## src/rtl/rv_pipeline_pkg.sv

```systemverilog
// Shared pipeline definitions: data width, canonical NOP and fetch FSM encoding.
package rv_pipeline_pkg;

  localparam int XLEN = 32;

  // addi x0, x0, 0 -- what decode sees for a bubble or a flushed entry
  localparam logic [XLEN-1:0] NOP_INSTR = 32'h0000_0013;

  typedef enum logic {
    FETCH   = 1'b0,
    DISCARD = 1'b1
  } fetch_state_e;

  // Instruction addresses are always word aligned; low two bits are dropped.
  function automatic logic [XLEN-1:0] word_align(input logic [XLEN-1:0] addr);
    return {addr[XLEN-1:2], 2'b00};
  endfunction

endpackage

```

## src/rtl/if_id_register.sv

```systemverilog
// IF/ID pipeline register: PC, PC+4, instruction word and valid flag.
// Flush beats hold, hold beats load. A flush leaves the PC fields as they were.
module if_id_register
  import rv_pipeline_pkg::*;
(
  input  logic            CLK,
  input  logic            RESET,
  input  logic            load,
  input  logic            hold,
  input  logic            flush,
  input  logic [XLEN-1:0] next_pc,
  input  logic [XLEN-1:0] next_pc_plus_4,
  input  logic [XLEN-1:0] next_instruction,
  output logic [XLEN-1:0] if_id_pc,
  output logic [XLEN-1:0] if_id_pc_plus_4,
  output logic [XLEN-1:0] if_id_instruction,
  output logic            if_id_valid
);

  // Register update with flush > hold > load priority; idle cycles keep contents.
  // NOTE: sequential state uses non-blocking (<=) so every flop samples pre-edge values.
  always_ff @(posedge CLK or posedge RESET) begin
    if (RESET) begin
      if_id_pc          <= '0;
      if_id_pc_plus_4   <= '0;
      if_id_instruction <= NOP_INSTR;
      if_id_valid       <= 1'b0;
    end else if (flush) begin
      if_id_instruction <= NOP_INSTR;
      if_id_valid       <= 1'b0;
    end else if (hold) begin
      if_id_valid       <= if_id_valid;
    end else if (load) begin
      if_id_pc          <= next_pc;
      if_id_pc_plus_4   <= next_pc_plus_4;
      if_id_instruction <= next_instruction;
      if_id_valid       <= 1'b1;
    end
  end

endmodule

```

## src/rtl/instruction_fetch_unit.sv

```systemverilog
// IF stage: owns the PC, drives the instruction-memory read, applies EX
// redirects and hazard stalls, and feeds the IF/ID register.
module instruction_fetch_unit
  import rv_pipeline_pkg::*;
#(
  parameter logic [XLEN-1:0] RESET_PC = 32'h0000_0000
) (
  input  logic            CLK,
  input  logic            RESET,
  input  logic            STALL,
  input  logic            BRANCH_TAKEN,
  input  logic [XLEN-1:0] BRANCH_TARGET,
  output logic [XLEN-1:0] IMEM_ADDRESS,
  output logic            IMEM_READ,
  input  logic [XLEN-1:0] IMEM_READDATA,
  input  logic            IMEM_BUSYWAIT,
  output logic [XLEN-1:0] IF_ID_PC,
  output logic [XLEN-1:0] IF_ID_PC_PLUS_4,
  output logic [XLEN-1:0] IF_ID_INSTRUCTION,
  output logic            IF_ID_VALID
);

  fetch_state_e    state, state_next;
  logic [XLEN-1:0] pc, pc_next;
  logic [XLEN-1:0] redirect, redirect_next;
  logic [XLEN-1:0] pc_plus_4;
  logic [XLEN-1:0] target_aligned;
  logic            access_done;
  logic            ifid_load, ifid_hold, ifid_flush;

  // Memory port depends only on registered PC/state (and reset), never on EX or hazard inputs.
  assign IMEM_ADDRESS   = pc;
  assign IMEM_READ      = ~RESET;
  assign access_done    = IMEM_READ & ~IMEM_BUSYWAIT;
  assign pc_plus_4      = pc + XLEN'(4);
  assign target_aligned = word_align(BRANCH_TARGET);

  // PC, pending redirect and fetch state registers.
  always_ff @(posedge CLK or posedge RESET) begin
    if (RESET) begin
      state    <= FETCH;
      pc       <= RESET_PC;
      redirect <= '0;
    end else begin
      state    <= state_next;
      pc       <= pc_next;
      redirect <= redirect_next;
    end
  end

  // Next-state and IF/ID control: branch beats stall, stall beats a completed fetch.
  always_comb begin
    // NOTE: every output gets a default first so no path leaves one unassigned (no latches).
    state_next    = state;
    pc_next       = pc;
    redirect_next = redirect;
    ifid_load     = 1'b0;
    ifid_hold     = 1'b0;
    ifid_flush    = 1'b0;
    case (state)
      FETCH: begin
        if (BRANCH_TAKEN) begin
          ifid_flush = 1'b1;
          if (access_done) begin
            pc_next = target_aligned;
          end else begin
            // Memory is mid-access: keep the address stable and park the target.
            redirect_next = target_aligned;
            state_next    = DISCARD;
          end
        end else if (STALL) begin
          ifid_hold = 1'b1;
        end else if (access_done) begin
          ifid_load = 1'b1;
          pc_next   = pc_plus_4;
        end else begin
          ifid_flush = 1'b1;
        end
      end
      DISCARD: begin
        // The stale access finishes here; its data never reaches IF/ID.
        ifid_flush = 1'b1;
        if (BRANCH_TAKEN) begin
          redirect_next = target_aligned;
        end
        if (access_done) begin
          pc_next    = BRANCH_TAKEN ? target_aligned : redirect;
          state_next = FETCH;
        end
      end
      default: state_next = FETCH;
    endcase
  end

  if_id_register u_if_id (
    .CLK               (CLK),
    .RESET             (RESET),
    .load              (ifid_load),
    .hold              (ifid_hold),
    .flush             (ifid_flush),
    .next_pc           (pc),
    .next_pc_plus_4    (pc_plus_4),
    .next_instruction  (IMEM_READDATA),
    .if_id_pc          (IF_ID_PC),
    .if_id_pc_plus_4   (IF_ID_PC_PLUS_4),
    .if_id_instruction (IF_ID_INSTRUCTION),
    .if_id_valid       (IF_ID_VALID)
  );

endmodule

```

## config.mk

```make
export PLATFORM = sky130hd
export DESIGN_NAME = instruction_fetch_unit
export DESIGN_NICKNAME = d
export VERILOG_FILES = /design/src/rtl/rv_pipeline_pkg.sv /design/src/rtl/if_id_register.sv /design/src/rtl/instruction_fetch_unit.sv
export SDC_FILE = /design/constraint.sdc
export NUM_CORES = 1
export LEC_CHECK = 0
export ABC_CLOCK_PERIOD_IN_PS = 10640
export CAP_MARGIN = 20
export CORE_MARGIN = 2
export CORE_UTILIZATION = 50
export DETAILED_ROUTE_END_ITERATION = 12
export PLACE_DENSITY = 0.92
export REMOVE_ABC_BUFFERS = 1
export SLEW_MARGIN = 20
export SYNTH_ARGS = -nofsm -noshare
export SYNTH_HDL_FRONTEND = slang
export SYNTH_SLANG_ARGS = --single-unit
export TNS_END_PERCENT = 30
```

## constraint.sdc

```tcl
create_clock -name CLK -period 10.64 [get_ports CLK]
set_input_delay 2.128 -clock CLK [delete_from_list [all_inputs] [get_ports CLK]]
set_output_delay 2.128 -clock CLK [all_outputs]
set_load 0.05 [all_outputs]
```

# After elaboration in Yosys (flattened, before gate mapping)
# Index checks and enable logic that the tools add are counted.
# word_totals
rom_bits,0
output_inout_bits,130
input_bits,69
register_bits,162
mem_bits_rw,0
n_memories,0
word_cells,54
latch_bits,0
# op_classes
reduce_logical,5
shift,0
n_div,0
mux,29
mul,0
add_sub_neg,1
order_cmp,0
eq_ne,6
n_bitwise,6
# op_table
operator,n
2-to-1 mux 32 bit,11
one-hot mux 32 bit (2 select lines),2
"adder 32 x 3 -> 32 bit, second input constant",1
2-to-1 mux 1 bit,14
"!= test 2 bit, second input constant",3
AND reduction 3 bit,2
NOT 1 bit,5
"!= test 2 x 1 -> 1 bit, second input constant",2
one-hot mux 1 bit (2 select lines),2
AND reduction 2 bit,2
"!= test 3 bit, second input constant",1
nonzero test 2 bit,1
bitwise AND 1 bit,1

# Logic depth before layout (Yosys ltp)
# Gate-level depths: netlist of the first run.
# depth
ltp_word,9
depth_mapped,8
depth_no_buf,5

# By module
# A second synthesis of the first run with hierarchy kept.
# unflattened
cells_unflattened,670
hier_area_um2,7591.0
# by_module_without_submodules
mod,seq_area_each_um2,instances,cells_each,area_each_um2
instruction_fetch_unit,1626.6,1,389,3865.0
if_id_register,2431.1,1,281,3726.1

# Worst setup path before layout of the first run
# No wires, ideal clock.
# synth_path
path_type,input to output
from,input port RESET
to,output port IMEM_READ
arrival_ns,5.695
n_path_buf,0
setup_slack_ns,2.817
cell_stages,1
required_ns,8.512
path_cell_list,inv_1
# synth_between
elab_chain_cells,1
# synth_rtl
element,line,text
start: declaration,instruction_fetch_unit.sv:9,"input logic RESET,"
NOT 1 bit,instruction_fetch_unit.sv:33,assign IMEM_READ = ~RESET;
end: declaration,instruction_fetch_unit.sv:14,"output logic IMEM_READ,"
# No other way between the ends.

# Worst setup path in the final report of the first run
# Same ends and word-level chain as after synthesis.

==> reports/metrics.json, run 1 <==
{
  "power_and_ir_drop": {
    "power.static_leakage_nw": 4.22,
    "post-layout-total-power_mw": 2.19,
    "cellPowerDensity_nw_per_um2": 221,
    "power.ir.vdd_worst_mv": 0.108
  },
  "global_route": {
    "gr-usage-all-layers_pct": 26.6,
    "grt_max_degree": 92,
    "globalRouteOverflowTotal": 0,
    "grt_antenna_before_repair": 0,
    "grt_pass1_vias": 6452,
    "grt_first_pass_wirelength_mm": 33.2
  },
  "synthesis": {
    "netlist_instances": 721,
    "ys.warnings.count": 0,
    "postSynthRegisterBits": 160,
    "synth_seq_area_share_pct": 54.4,
    "yosysUniqueCellTypes": 57,
    "number_of_enable_type_register_cells_in_the_synthesized_netlist": 0,
    "postSynth.topFlopCell": "dfrtp_1",
    "post_synth.cell_area_avg_sq_um": 10.2,
    "netlist_area_sq_um": 7360,
    "asyncSetResetFlopFracSynth_pct": 100
  },
  "worst_setup_path": {
    "timing.critical_path.slowest_stage_cell": "clkdlybuf4s50_1",
    "rr_startpoint": "state",
    "critical_path.startpoint_type": "input pin",
    "crit_type": "input pin to output port",
    "ff2ff_setup_slack_ns": 7.78,
    "crit_path_end_kind": "output port",
    "critical-path-top-cell-by-count": "clkdlybuf4s50_1",
    "worstPathArrival_ns": 4.41,
    "critPathBufInv": 3,
    "number_of_cells_traversed_by_the_worst_register_to_register_path": 5,
    "worstReg2RegEnd": "IMEM_ADDRESS[24]",
    "data_required_time_of_the_worst_path_ns": 8.51,
    "critical_path.max_stage_delay_ns": 0.96,
    "path_max_fanout": 90,
    "delay_heaviest_family_cp": "buffers and inverters",
    "cp_cell_sequence": "clkdlybuf4s50_1 > inv_6 > clkdlybuf4s50_1"
  },
  "finish": {
    "finalNetCount": 950,
    "fillers": 1029,
    "layout-drive-gt1-share_pct": 10.3,
    "multi_input_comb_area_sq_um": 3070,
    "antenna_cells": 0,
    "register_area_sq_um": 4010,
    "fin_util_pct": 68.7,
    "layout_stage_area_growth_over_the_synthesis_result_pct": 35.2
  },
  "routing": {
    "route.detailed.wl_per_inst_microns": 19.2,
    "drt-vias-per-instance": 5.98,
    "via_count": 6440,
    "drt-pass1-iter-count": 5,
    "ant_nets_after_route": 0,
    "drt_drc_violations_left": 0,
    "wirelength_mm": 20.7,
    "drt_iter0_drc": 653
  },
  "floorplanning": {
    "dieArea_sq_um": 15700,
    "floorplan.initialDensity_pct": 50.8,
    "fp.coreArea_sq_um": 14500,
    "fp-row-count": 44,
    "die_height_microns": 125,
    "num_io_pins": 199,
    "die_width_microns": 125
  },
  "outcome": {
    "run_status": "complete, no violations"
  },
  "clock_tree": {
    "numCtsBuffers": 17,
    "clock_path_buffers": 2,
    "cts.repair.resized": 0,
    "sink_count": 160,
    "post-cts-setup-buffers": 0,
    "tritoncts": "yes",
    "holdBufCountCts": 0,
    "insertion_delay_ns": 0.43,
    "cts_root_buffer": "clkbuf_16",
    "cts-htree-levels": 4,
    "clk_pin_slew_worst_paths_ns": 0.06
  },
  "timing": {
    "fin_crit_sh_pct": 61.4,
    "rsz0062_at_grt": "no",
    "slew_violations": 0,
    "slew_headroom_pct": 20.6,
    "timing_worst_slew_pin_value_ns": 1.18,
    "finalCriticalPeriod_ns": 6.53,
    "hold-worst-slack_ns": 0.471,
    "tns_ns": 0,
    "maxClockFrequency_ghz": 0.153,
    "clock_skew_ns": 0.00752,
    "setup_viol": 0,
    "finalHoldViolCount": 0
  },
  "placement": {
    "place.port_buffers": 196,
    "post_detail_place_hpwl_mm": 13.1,
    "final_wtd_congestion": 0.789
  },
  "hold_path": {
    "worstHoldStart": "u_if_id.if_id_pc[3]",
    "hold_path_class": "flop to flop",
    "worst_hold_path.endpoint": "u_if_id.if_id_pc[3]",
    "hold_depth": 2
  },
  "run": {
    "cap_viol_max_count": 0
  }
}
==> tightest hold or removal path: cells and delay by family (launching register included) <==
family | cells | cell delay, ns
DFF | 1 | 0.34
and+or+nand+nor | 2 | 0.10
==> metal layers <==
layer / part of all wire [%] / vias to the layer above / GRT usage (%)
met5: 0 / - / 0
met4: 1.8 / 0 / 10.5
li1: - / 2919 / -
met3: 8.6 / 39 / 6.68
met2: 48 / 316 / 42.7
met1: 42 / 3166 / 34.9
==> through the flow <==
stage,std cells,worst slack (ns),instance area (sq um)
final,1077,4.11,9950
after detailed placement,1045,4.10,9370
after global routing,1077,3.95,9950
after global placement,1045,4.11,9370
after floorplan,655,2.82,7070
after CTS,1077,4.10,9950
==> flip-flops by register name (all words and copies together), names as in the netlist <==
signal                     count
redirect                      32
u_if_id.if_id_valid            1
u_if_id.if_id_pc              30
IMEM_ADDRESS                  32
state                          1
u_if_id.if_id_pc_plus_4       32
u_if_id.if_id_instruction     32
==> synth_stat cells (6+ instances only) <==
master	instances	share of area [%]
mux2_2	30	4.6
and2_1	6	0.51
nand4_1	14	1.2
clkbuf_1	47	2.4
a21oi_1	7	0.48
nand2_1	157	8.0
nor2_1	26	1.3
dfrtp_1	157	53
mux2i_1	11	1.5
xnor2_1	14	1.7
nand3_1	18	1.2
nor3_1	12	0.82
o21ai_0	47	3.2
o2bb2ai_1	11	1.3
inv_1	7	0.36
nor4_1	8	0.68
a222oi_1	7	0.95
a22o_1	32	3.8
buf_2	8	0.54
o211ai_1	13	1.3
==> final cells by class <==
class | instances | share of cell area, %
inverters | 7 | 0.314
flip-flops and latches | 160 | 40.3
repair buffers | 206 | 20.4
clock buffers | 21 | 4.73
multi-input cells | 488 | 30.9
well taps | 184 | 2.31
clock inverters | 11 | 1.07
==> cells in the final DEF, fill, tap and decap left out, types with 10 or more instances in the layout <==
| cell | instances |
|---|---|
| o21ai_0 | 47 |
| dfrtp_1 | 157 |
| a22o_1 | 32 |
| mux2i_1 | 11 |
| nor3_1 | 11 |
| o211ai_1 | 13 |
| nand2_1 | 156 |
| clkbuf_16 | 17 |
| clkdlybuf4s50_1 | 195 |
| nand3_1 | 18 |
| nor2_1 | 25 |
| buf_4 | 10 |
| nand4_1 | 14 |
| xnor2_1 | 14 |
| mux2_2 | 30 |
| o2bb2ai_1 | 11 |
==> worst max-delay path by stage <==
stage          start        end  slack [ns]  cells after the start
2_1_floorplan  RESET  IMEM_READ        2.82                      1
5_1_grt        RESET  IMEM_READ        3.95                      3
4_1_cts        RESET  IMEM_READ        4.10                      3
6_report       RESET  IMEM_READ        4.11                      3
3_5_place_dp   RESET  IMEM_READ        4.10                      3
3_3_place_gp   RESET  IMEM_READ        4.11                      3
==> cells by family (layout without fill, tap and decap cells) <==
group | Yosys count | in the layout | synth area share (%)
muxes | 41 | 41 | 6.09
buffers and inverters | 73 | 245 | 4.33
and+or+nand+nor | 272 | 272 | 17.2
DFF | 160 | 160 | 54.4
xor gates and xnor gates | 14 | 14 | 1.67
adders and majority gates | 1 | 1 | 0.170
AOI/OAI and AO/OA | 160 | 160 | 16.1
==> report_power, final <==
group	internal [mW]	switching, mW	leakage, nW
clock	0.342	0.251	0.276
combinational	0.264	0.507	1.91
sequential	0.717	0.114	2.03
total	1.32	0.871	4.22
Power figures use the tool's default switching activity.
==> run 2: changes to the inputs <==
- ABC_CLOCK_PERIOD_IN_PS: 10640 -> 5500
- CORE_UTILIZATION: 50 -> 44
- PLACE_DENSITY: 0.92 -> 0.87
- clock period: 10.64 -> 5.5 ns (I/O delays scaled with it)
==> run 2 against run 1 <==
  * Die area up 13%
  * Final cell count increased by 3.5%
  * Register-to-register slack worse by 4.9 ns
  * Final area rose by 0.78%
  * Clock power rose by 110%
  * Global-route usage fell by 2.7 points
  * Utilization fell by 7.8 points
  * Critical path type unchanged
  * Non-clock buffer count grew 2
  * Sequential cell count stayed put
==> reports/metrics.json, run 2 (same netlist as run 1, synthesis figures left out) <==
{
  "routing": {
    "route.detailed.wl_per_inst": {"value": 18.8, "unit": "microns", "change": "was 19.2 microns"},
    "ant_nets_after_route": {"value": 0, "change": "unchanged"},
    "drt_iter0_drc": {"value": 506, "change": "was 653"},
    "via_count": {"value": 6393, "change": "was 6440"},
    "drt-vias-per-instance": {"value": 5.73, "change": "was 5.98"},
    "wirelength": {"value": 21.0, "unit": "mm", "change": "was 20.7 mm"},
    "drt-pass1-iter-count": {"value": 7, "change": "was 5"},
    "drt_drc_violations_left": {"value": 0, "change": "unchanged"}
  },
  "power_and_ir_drop": {
    "power.static_leakage": {"value": 4.24, "unit": "nW", "change": "was 4.22 nW"},
    "power.ir.vdd_worst": {"value": 0.213, "unit": "mV", "change": "was 0.108 mV"},
    "p_clk_share": {"value": 28.3, "unit": "%", "change": "was 27.0%"},
    "p_comb_share": {"value": 34.6, "unit": "%", "change": "was 35.1%"},
    "power.share.sequential": {"value": 37.1, "unit": "%", "change": "was 37.8%"},
    "switchingPower": {"value": 1.66, "unit": "mW", "change": "was 871 uW"},
    "post-layout-total-power": {"value": 4.32, "unit": "mW", "change": "was 2.19 mW"},
    "internal-power": {"value": 2.66, "unit": "mW", "change": "was 1.32 mW"},
    "netSwitchingFraction": {"value": 38.4, "unit": "%", "change": "was 39.7%"},
    "cellPowerDensity": {"value": 431, "unit": "nW/um^2", "change": "was 221 nW/um^2"}
  },
  "finish": {
    "finalNetCount": {"value": 952, "change": "was 950"},
    "layout-drive-gt1-share": {"value": 9.72, "unit": "%", "change": "was 10.3%"},
    "layout_stage_area_growth_over_the_synthesis_result": {"value": 36.2, "unit": "%", "change": "was 35.2%"},
    "design_area": {"value": 10000, "unit": "sq um", "change": "was 9950 sq um"},
    "commonest_cells_after_routing_fill_and_taps_aside": {"value": "clkdlybuf4s50_1, dfrtp_1, nand2_1, o21ai_0, a22o_1", "change": "unchanged"},
    "layout_commonest_cell": {"value": "clkdlybuf4s50_1", "change": "unchanged"},
    "antenna_cells": {"value": 0, "change": "unchanged"},
    "fillers": {"value": 1332, "change": "was 1029"}
  },
  "floorplanning": {
    "dieArea": {"value": 17800, "unit": "sq um", "change": "was 15700 sq um"},
    "num_io_pins": {"value": 199, "change": "unchanged"},
    "die_height": {"value": 133, "unit": "microns", "change": "was 125 microns"},
    "fp.coreArea": {"value": 16500, "unit": "sq um", "change": "was 14500 sq um"},
    "fp-row-count": {"value": 47, "change": "was 44"},
    "floorplan.initialDensity": {"value": 44.7, "unit": "%", "change": "was 50.8%"},
    "die_width": {"value": 133, "unit": "microns", "change": "was 125 microns"}
  },
  "worst_setup_path": {
    "worstPathArrival": {"value": 2.88, "unit": "ns", "change": "was 4.41 ns"},
    "worstReg2RegEnd": {"value": "IMEM_ADDRESS[28]", "change": "was IMEM_ADDRESS[24]"},
    "crit_type": {"value": "input pin to output port", "change": "unchanged"},
    "ff2ff_setup_slack": {"value": 2.90, "unit": "ns", "change": "was 7.78 ns"},
    "crit_path_end_kind": {"value": "output port", "change": "unchanged"},
    "cp_cell_sequence": {"value": "clkdlybuf4s50_1 > inv_6 > clkdlybuf4s50_1", "change": "unchanged"},
    "rr_startpoint": {"value": "state", "change": "unchanged"},
    "critical_path.max_stage_delay": {"value": 0.86, "unit": "ns", "change": "was 0.96 ns"},
    "critical_path.startpoint_type": {"value": "input pin", "change": "unchanged"},
    "data_required_time_of_the_worst_path": {"value": 4.40, "unit": "ns", "change": "was 8.51 ns"},
    "critical-path-top-cell-by-count": {"value": "clkdlybuf4s50_1", "change": "unchanged"},
    "timing.critical_path.slowest_stage_cell": {"value": "clkdlybuf4s50_1", "change": "unchanged"},
    "path_max_fanout": {"value": 25, "change": "was 90"},
    "number_of_cells_traversed_by_the_worst_register_to_register_path": {"value": 6, "change": "was 5"}
  },
  "hold_path": {
    "hold_path_class": {"value": "flop to flop", "change": "unchanged"},
    "hold_depth": {"value": 2, "change": "unchanged"},
    "worstHoldStart": {"value": "u_if_id.if_id_pc[10]", "change": "was u_if_id.if_id_pc[3]"},
    "worst_hold_path.endpoint": {"value": "u_if_id.if_id_pc[10]", "change": "was u_if_id.if_id_pc[3]"}
  },
  "global_route": {
    "grt_pass1_vias": {"value": 6295, "change": "was 6452"},
    "gr-usage-all-layers": {"value": 23.9, "unit": "%", "change": "was 26.6%"},
    "grt_max_degree": {"value": 92, "change": "unchanged"},
    "globalRouteOverflowTotal": {"value": 0, "change": "unchanged"},
    "grt_antenna_before_repair": {"value": 0, "change": "unchanged"},
    "grt_first_pass_wirelength": {"value": 33.5, "unit": "mm", "change": "was 33.2 mm"}
  },
  "timing": {
    "finalCriticalPeriod_ns": 3.98,
    "clock_skew": {"value": 0.0113, "unit": "ns", "change": "was 0.00752 ns"},
    "slew_headroom": {"value": 25.4, "unit": "%", "change": "was 20.6%"},
    "tns": {"value": 0, "unit": "ns", "change": "unchanged"},
    "rsz0062_at_grt": {"value": "no", "change": "unchanged"},
    "finalHoldViolCount": {"value": 0, "change": "unchanged"},
    "slew_violations": {"value": 0, "change": "unchanged"},
    "hold-worst-slack": {"value": 0.473, "unit": "ns", "change": "was 0.471 ns"},
    "fin_crit_sh_pct": 72.4,
    "maxClockFrequency_ghz": 0.251,
    "setup_viol": {"value": 0, "change": "unchanged"},
    "timing_worst_slew_pin_value": {"value": 1.12, "unit": "ns", "change": "was 1.18 ns"}
  },
  "clock_tree": {
    "numCtsBuffers": {"value": 17, "change": "unchanged"},
    "clock_path_buffers": {"value": 2, "change": "unchanged"},
    "insertion_delay": {"value": 0.43, "unit": "ns", "change": "about the same"},
    "post-cts-setup-buffers": {"value": 0, "change": "unchanged"},
    "cts-htree-levels": {"value": 4, "change": "unchanged"},
    "tritoncts": {"value": "yes", "change": "unchanged"},
    "holdBufCountCts": {"value": 0, "change": "unchanged"},
    "cts_root_buffer": {"value": "clkbuf_16", "change": "unchanged"},
    "sink_count": {"value": 160, "change": "unchanged"},
    "clk_pin_slew_worst_paths": {"value": 0.06, "unit": "ns", "change": "about the same"},
    "cts.repair.resized": {"value": 0, "change": "unchanged"}
  },
  "placement": {
    "post_detail_place_hpwl": {"value": 13.9, "unit": "mm", "change": "was 13.1 mm"},
    "final_wtd_congestion": {"value": 0.783, "change": "was 0.789"},
    "dpl_cell_area": {"value": 9430, "unit": "sq um", "change": "was 9370 sq um"},
    "place.port_buffers": {"value": 196, "change": "unchanged"}
  },
  "outcome": {
    "run_status": {"value": "complete, no violations", "change": "unchanged"}
  },
  "run": {
    "cap_viol_max_count": {"value": 0, "change": "unchanged"}
  }
}
-- run 2: cell count changes in the layout (fill, tap and decap cells not counted), moves of 3 or more --
cell        previous run  this run
clkbuf_1               1         8
clkbuf_8               3         0
bufinv_16              1         4
clkinvlp_4             3         0
-- run 2: worst max-delay path by stage --
stage / start / end / cells after the start
floorplan: RESET / IMEM_ADDRESS[0] / 1
global placement: RESET / IMEM_READ / 3
finish: RESET / IMEM_READ / 3
detailed placement: RESET / IMEM_READ / 3
CTS: RESET / IMEM_READ / 3
global route: RESET / IMEM_READ / 3
-- run 2: routing by layer --
layer | share of wire, % | up-vias | GRT usage (%)
met3 | 8.9 | 31 | 7.42
met4 | 1.3 | 0 | 6.03
li1 | - | 2907 | -
met5 | 0 | - | 0
met2 | 46 | 296 | 38.0
met1 | 43 | 3159 | 32.2
-- run 2: critical path, delay by kind of cell --
family,cells,cell delay (ns)
buffers and inverters,3,1.78
-- run 2: power groups by stage --
stage | Sequential [mW] | Clock [mW] | Combinational [mW]
after floorplan | 2.22 | 0 | 0.314
after global placement | 1.61 | 0 | 1.48
after detailed placement | 1.62 | 0 | 1.50
after CTS | 1.60 | 1.24 | 1.50
after global routing | 1.64 | 1.29 | 1.57
final | 1.60 | 1.22 | 1.49
-- run 2: layout make-up --
cell class / instances / area [sq um] / area share [%]
Clock buffer: 25 / 455 / 4.54
Timing Repair Buffer: 208 / 2050 / 20.4
Sequential cell: 160 / 4010 / 40.0
Tap cell: 220 / 275 / 2.74
Inverter: 7 / 31.3 / 0.312
Multi-Input combinational cell: 488 / 3070 / 30.6
Clock inverter: 7 / 139 / 1.38
-- run 2: stage by stage --
| stage | cells | util (%) | worst slack (ns) |
|---|---|---|---|
| after floorplan | 655 | - | -0.305 |
| after CTS | 1115 | 60.9 | 1.51 |
| after global placement | 1083 | 57.3 | 1.55 |
| after detailed placement | 1083 | 57.3 | 1.51 |
| final | 1115 | 60.9 | 1.52 |
| after global routing | 1115 | 60.9 | 1.45 |
==> run 3: changes to the inputs <==
- ABC_CLOCK_PERIOD_IN_PS: 5500 -> 3600
- clock period: 5.5 -> 3.6 ns (I/O delays scaled with it)
==> run 3 against run 2 <==
  * Clock power rose by 49%
  * Combinational power rose by 54%
  * Wire length fell by 1.4%
  * Sequential share of layout area fell by 0.37 points
  * Sequential power rose by 53%
  * Critical endpoint is now IMEM_ADDRESS[26]
  * Largest power group unchanged
==> reports/metrics.json, run 3 (same netlist as run 1, synthesis figures left out) <==
{
  "placement": {
    "final_wtd_congestion": {"value": 0.801, "change": "was 0.783"},
    "place.port_buffers": {"value": 196, "change": "unchanged"},
    "place.detailed.instances": {"value": 1092, "change": "was 1083"},
    "dpl_cell_area": {"value": 9540, "unit": "sq um", "change": "was 9430 sq um"},
    "post_detail_place_hpwl": {"value": 13.8, "unit": "mm", "change": "was 13.9 mm"}
  },
  "routing": {
    "drt_drc_violations_left": {"value": 0, "change": "unchanged"},
    "drt-pass1-iter-count": {"value": 7, "change": "unchanged"},
    "via_count": {"value": 6342, "change": "was 6393"},
    "drt-vias-per-instance": {"value": 5.65, "change": "was 5.73"},
    "ant_nets_after_route": {"value": 0, "change": "unchanged"},
    "route.detailed.wl_per_inst": {"value": 18.5, "unit": "microns", "change": "was 18.8 microns"},
    "drt_iter0_drc": {"value": 531, "change": "was 506"},
    "wirelength": {"value": 20.7, "unit": "mm", "change": "was 21.0 mm"}
  },
  "finish": {
    "layout-drive-gt1-share": {"value": 11.2, "unit": "%", "change": "was 9.72%"},
    "fin_util": {"value": 61.5, "unit": "%", "change": "was 60.9%"},
    "finalNetCount": {"value": 961, "change": "was 952"},
    "register_area": {"value": 4010, "unit": "sq um", "change": "unchanged"},
    "multi_input_comb_area": {"value": 3070, "unit": "sq um", "change": "unchanged"},
    "layout_stage_area_growth_over_the_synthesis_result": {"value": 37.5, "unit": "%", "change": "was 36.2%"},
    "fin_cells": {"value": 1122, "change": "was 1115"},
    "fillers": {"value": 1341, "change": "was 1332"},
    "antenna_cells": {"value": 0, "change": "unchanged"},
    "design_area": {"value": 10100, "unit": "sq um", "change": "was 10000 sq um"},
    "commonest_cells_after_routing_fill_and_taps_aside": {"value": "clkdlybuf4s50_1, dfrtp_1, nand2_1, o21ai_0, a22o_1", "change": "unchanged"},
    "layout_commonest_cell": {"value": "clkdlybuf4s50_1", "change": "unchanged"}
  },
  "power_and_ir_drop": {
    "cellPowerDensity": {"value": 647, "unit": "nW/um^2", "change": "was 431 nW/um^2"},
    "power.ir.vdd_worst": {"value": 0.359, "unit": "mV", "change": "was 0.213 mV"},
    "power.static_leakage": {"value": 4.28, "unit": "nW", "change": "was 4.24 nW"},
    "post-layout-total-power": {"value": 6.55, "unit": "mW", "change": "was 4.32 mW"}
  },
  "worst_setup_path": {
    "timing.critical_path.depth": {"value": 1, "change": "was 3"},
    "crit_path_start": {"value": "IMEM_ADDRESS[26]", "change": "was RESET"},
    "critical_path.max_stage_delay": {"value": 0.88, "unit": "ns", "change": "was 0.86 ns"},
    "number_of_cells_traversed_by_the_worst_register_to_register_path": {"value": 5, "change": "was 6"},
    "worstPathArrival": {"value": 1.87, "unit": "ns", "change": "was 2.88 ns"},
    "data_required_time_of_the_worst_path": {"value": 2.88, "unit": "ns", "change": "was 4.40 ns"},
    "critPathBufInv": {"value": 1, "change": "was 3"},
    "crit_path_end_kind": {"value": "output port", "change": "unchanged"},
    "critical_path.startpoint_type": {"value": "flop", "change": "was input pin"},
    "delay_heaviest_family_cp": {"value": "buffers and inverters", "change": "unchanged"},
    "crit_type": {"value": "flop to output port", "change": "was input pin to output port"},
    "ff2ff_setup_slack": {"value": 1.15, "unit": "ns", "change": "was 2.90 ns"},
    "cp_cell_sequence": {"value": "clkdlybuf4s50_1", "change": "was clkdlybuf4s50_1 > inv_6 > clkdlybuf4s50_1"},
    "rr_startpoint": {"value": "IMEM_ADDRESS[3]", "change": "was state"},
    "path_max_fanout": {"value": 12, "change": "was 25"},
    "timing.critical_path.slowest_stage_cell": {"value": "clkdlybuf4s50_1", "change": "unchanged"}
  },
  "clock_tree": {
    "cts-htree-levels": {"value": 4, "change": "unchanged"},
    "holdBufCountCts": {"value": 0, "change": "unchanged"},
    "insertion_delay": {"value": 0.43, "unit": "ns", "change": "about the same"},
    "post-cts-setup-buffers": {"value": 0, "change": "unchanged"},
    "clk_pin_slew_worst_paths": {"value": 0.06, "unit": "ns", "change": "about the same"},
    "clock_path_buffers": {"value": 2, "change": "unchanged"},
    "cts_root_buffer": {"value": "clkbuf_16", "change": "unchanged"},
    "tritoncts": {"value": "yes", "change": "unchanged"},
    "sink_count": {"value": 160, "change": "unchanged"},
    "cts.repair.resized": {"value": 0, "change": "unchanged"},
    "numCtsBuffers": {"value": 17, "change": "unchanged"}
  },
  "hold_path": {
    "hold_depth": {"value": 2, "change": "unchanged"},
    "worstHoldStart": {"value": "u_if_id.if_id_pc[24]", "change": "was u_if_id.if_id_pc[10]"},
    "hold_path_class": {"value": "flop to flop", "change": "unchanged"}
  },
  "timing": {
    "timing_worst_slew_pin_value": {"value": 0.836, "unit": "ns", "change": "was 1.12 ns"},
    "clock_skew": {"value": 0.0130, "unit": "ns", "change": "was 0.0113 ns"},
    "slew_headroom": {"value": 44.3, "unit": "%", "change": "was 25.4%"},
    "finalHoldViolCount": {"value": 0, "change": "unchanged"},
    "tns": {"value": 0, "unit": "ns", "change": "unchanged"},
    "rsz0062_at_grt": {"value": "no", "change": "unchanged"},
    "slew_violations": {"value": 0, "change": "unchanged"},
    "maxClockFrequency_ghz": 0.386,
    "fin_crit_sh_pct": 71.9,
    "setup_viol": {"value": 0, "change": "unchanged"},
    "finalCriticalPeriod_ns": 2.59
  },
  "floorplanning": {
    "floorplan.initialDensity": {"value": 44.7, "unit": "%", "change": "unchanged"},
    "fp-row-count": {"value": 47, "change": "unchanged"},
    "die_height": {"value": 133, "unit": "microns", "change": "unchanged"},
    "dieArea": {"value": 17800, "unit": "sq um", "change": "unchanged"},
    "fp.coreArea": {"value": 16500, "unit": "sq um", "change": "unchanged"},
    "num_io_pins": {"value": 199, "change": "unchanged"},
    "die_width": {"value": 133, "unit": "microns", "change": "unchanged"}
  },
  "global_route": {
    "gr-usage-all-layers": {"value": 23.8, "unit": "%", "change": "was 23.9%"},
    "grt_max_degree": {"value": 161, "change": "was 92"},
    "grt_pass1_vias": {"value": 6241, "change": "was 6295"},
    "grt_first_pass_wirelength": {"value": 33.1, "unit": "mm", "change": "was 33.5 mm"},
    "globalRouteOverflowTotal": {"value": 0, "change": "unchanged"},
    "grt_antenna_before_repair": {"value": 0, "change": "unchanged"}
  },
  "run": {
    "cap_viol_max_count": {"value": 0, "change": "unchanged"}
  },
  "outcome": {
    "run_status": {"value": "complete, no violations", "change": "unchanged"}
  }
}
run 3: cell types whose count changed in the layout (fill, tap and decap cells not counted), sizes merged:
| cell | delta |
|---|---|
| buf | +10 |
| clkdlybuf4s50 | -1 |
| clkbuf | -5 |
| clkinvlp | +4 |
| bufinv | -1 |
run 3: stage by stage:
| step | hold WS, ns | setup slack [ns] |
|---|---|---|
| final | 0.475 | 1.01 |
| after global routing | 0.498 | 0.889 |
| after CTS | 0.480 | 1.00 |
| after detailed placement | 0.464 | 0.588 |
| after global placement | 0.457 | 0.652 |
| after floorplan | 0.454 | -1.83 |
run 3: layout make-up:
type | instances | area share (%)
Sequential cell | 160 | 39.6
Multi-Input combinational cell | 488 | 30.4
Timing Repair Buffer | 217 | 21.2
Clock buffer | 20 | 4.41
Tap cell | 220 | 2.72
Clock inverter | 10 | 1.37
Inverter | 7 | 0.309
run 3: power breakdown:
part / total, mW / internal (mW) / switching [mW]
Sequential: 2.45 / 2.12 / 0.327
Combinational: 2.29 / 0.791 / 1.50
Clock: 1.82 / 1.10 / 0.719
Total: 6.55 / 4.01 / 2.54
run 3: path summary, 6_finish.rpt:
check,end
max,IMEM_ADDRESS[26]
min,u_if_id.if_id_pc[24]
min in group asynchronous,IMEM_ADDRESS[1]
max in group asynchronous,u_if_id.if_id_pc_plus_4[17]
min reg2reg,u_if_id.if_id_pc[24]
max reg2reg,u_if_id.if_id_pc_plus_4[30]
run 3: metal layers:
layer	vias to the layer above	global-route usage, %	wire, microns
met1	3114	31.9	8870
met2	274	37.9	9850
met4	0	7.57	302
li1	2927	-	-
met3	27	6.24	1700
met5	-	0	0
run 3: tightest hold or removal path: cells and delay by family (launching register included):
kind / cells / cell delay (ns)
flip-flops: 1 / 0.34
AND/OR/NAND/NOR: 2 / 0.10
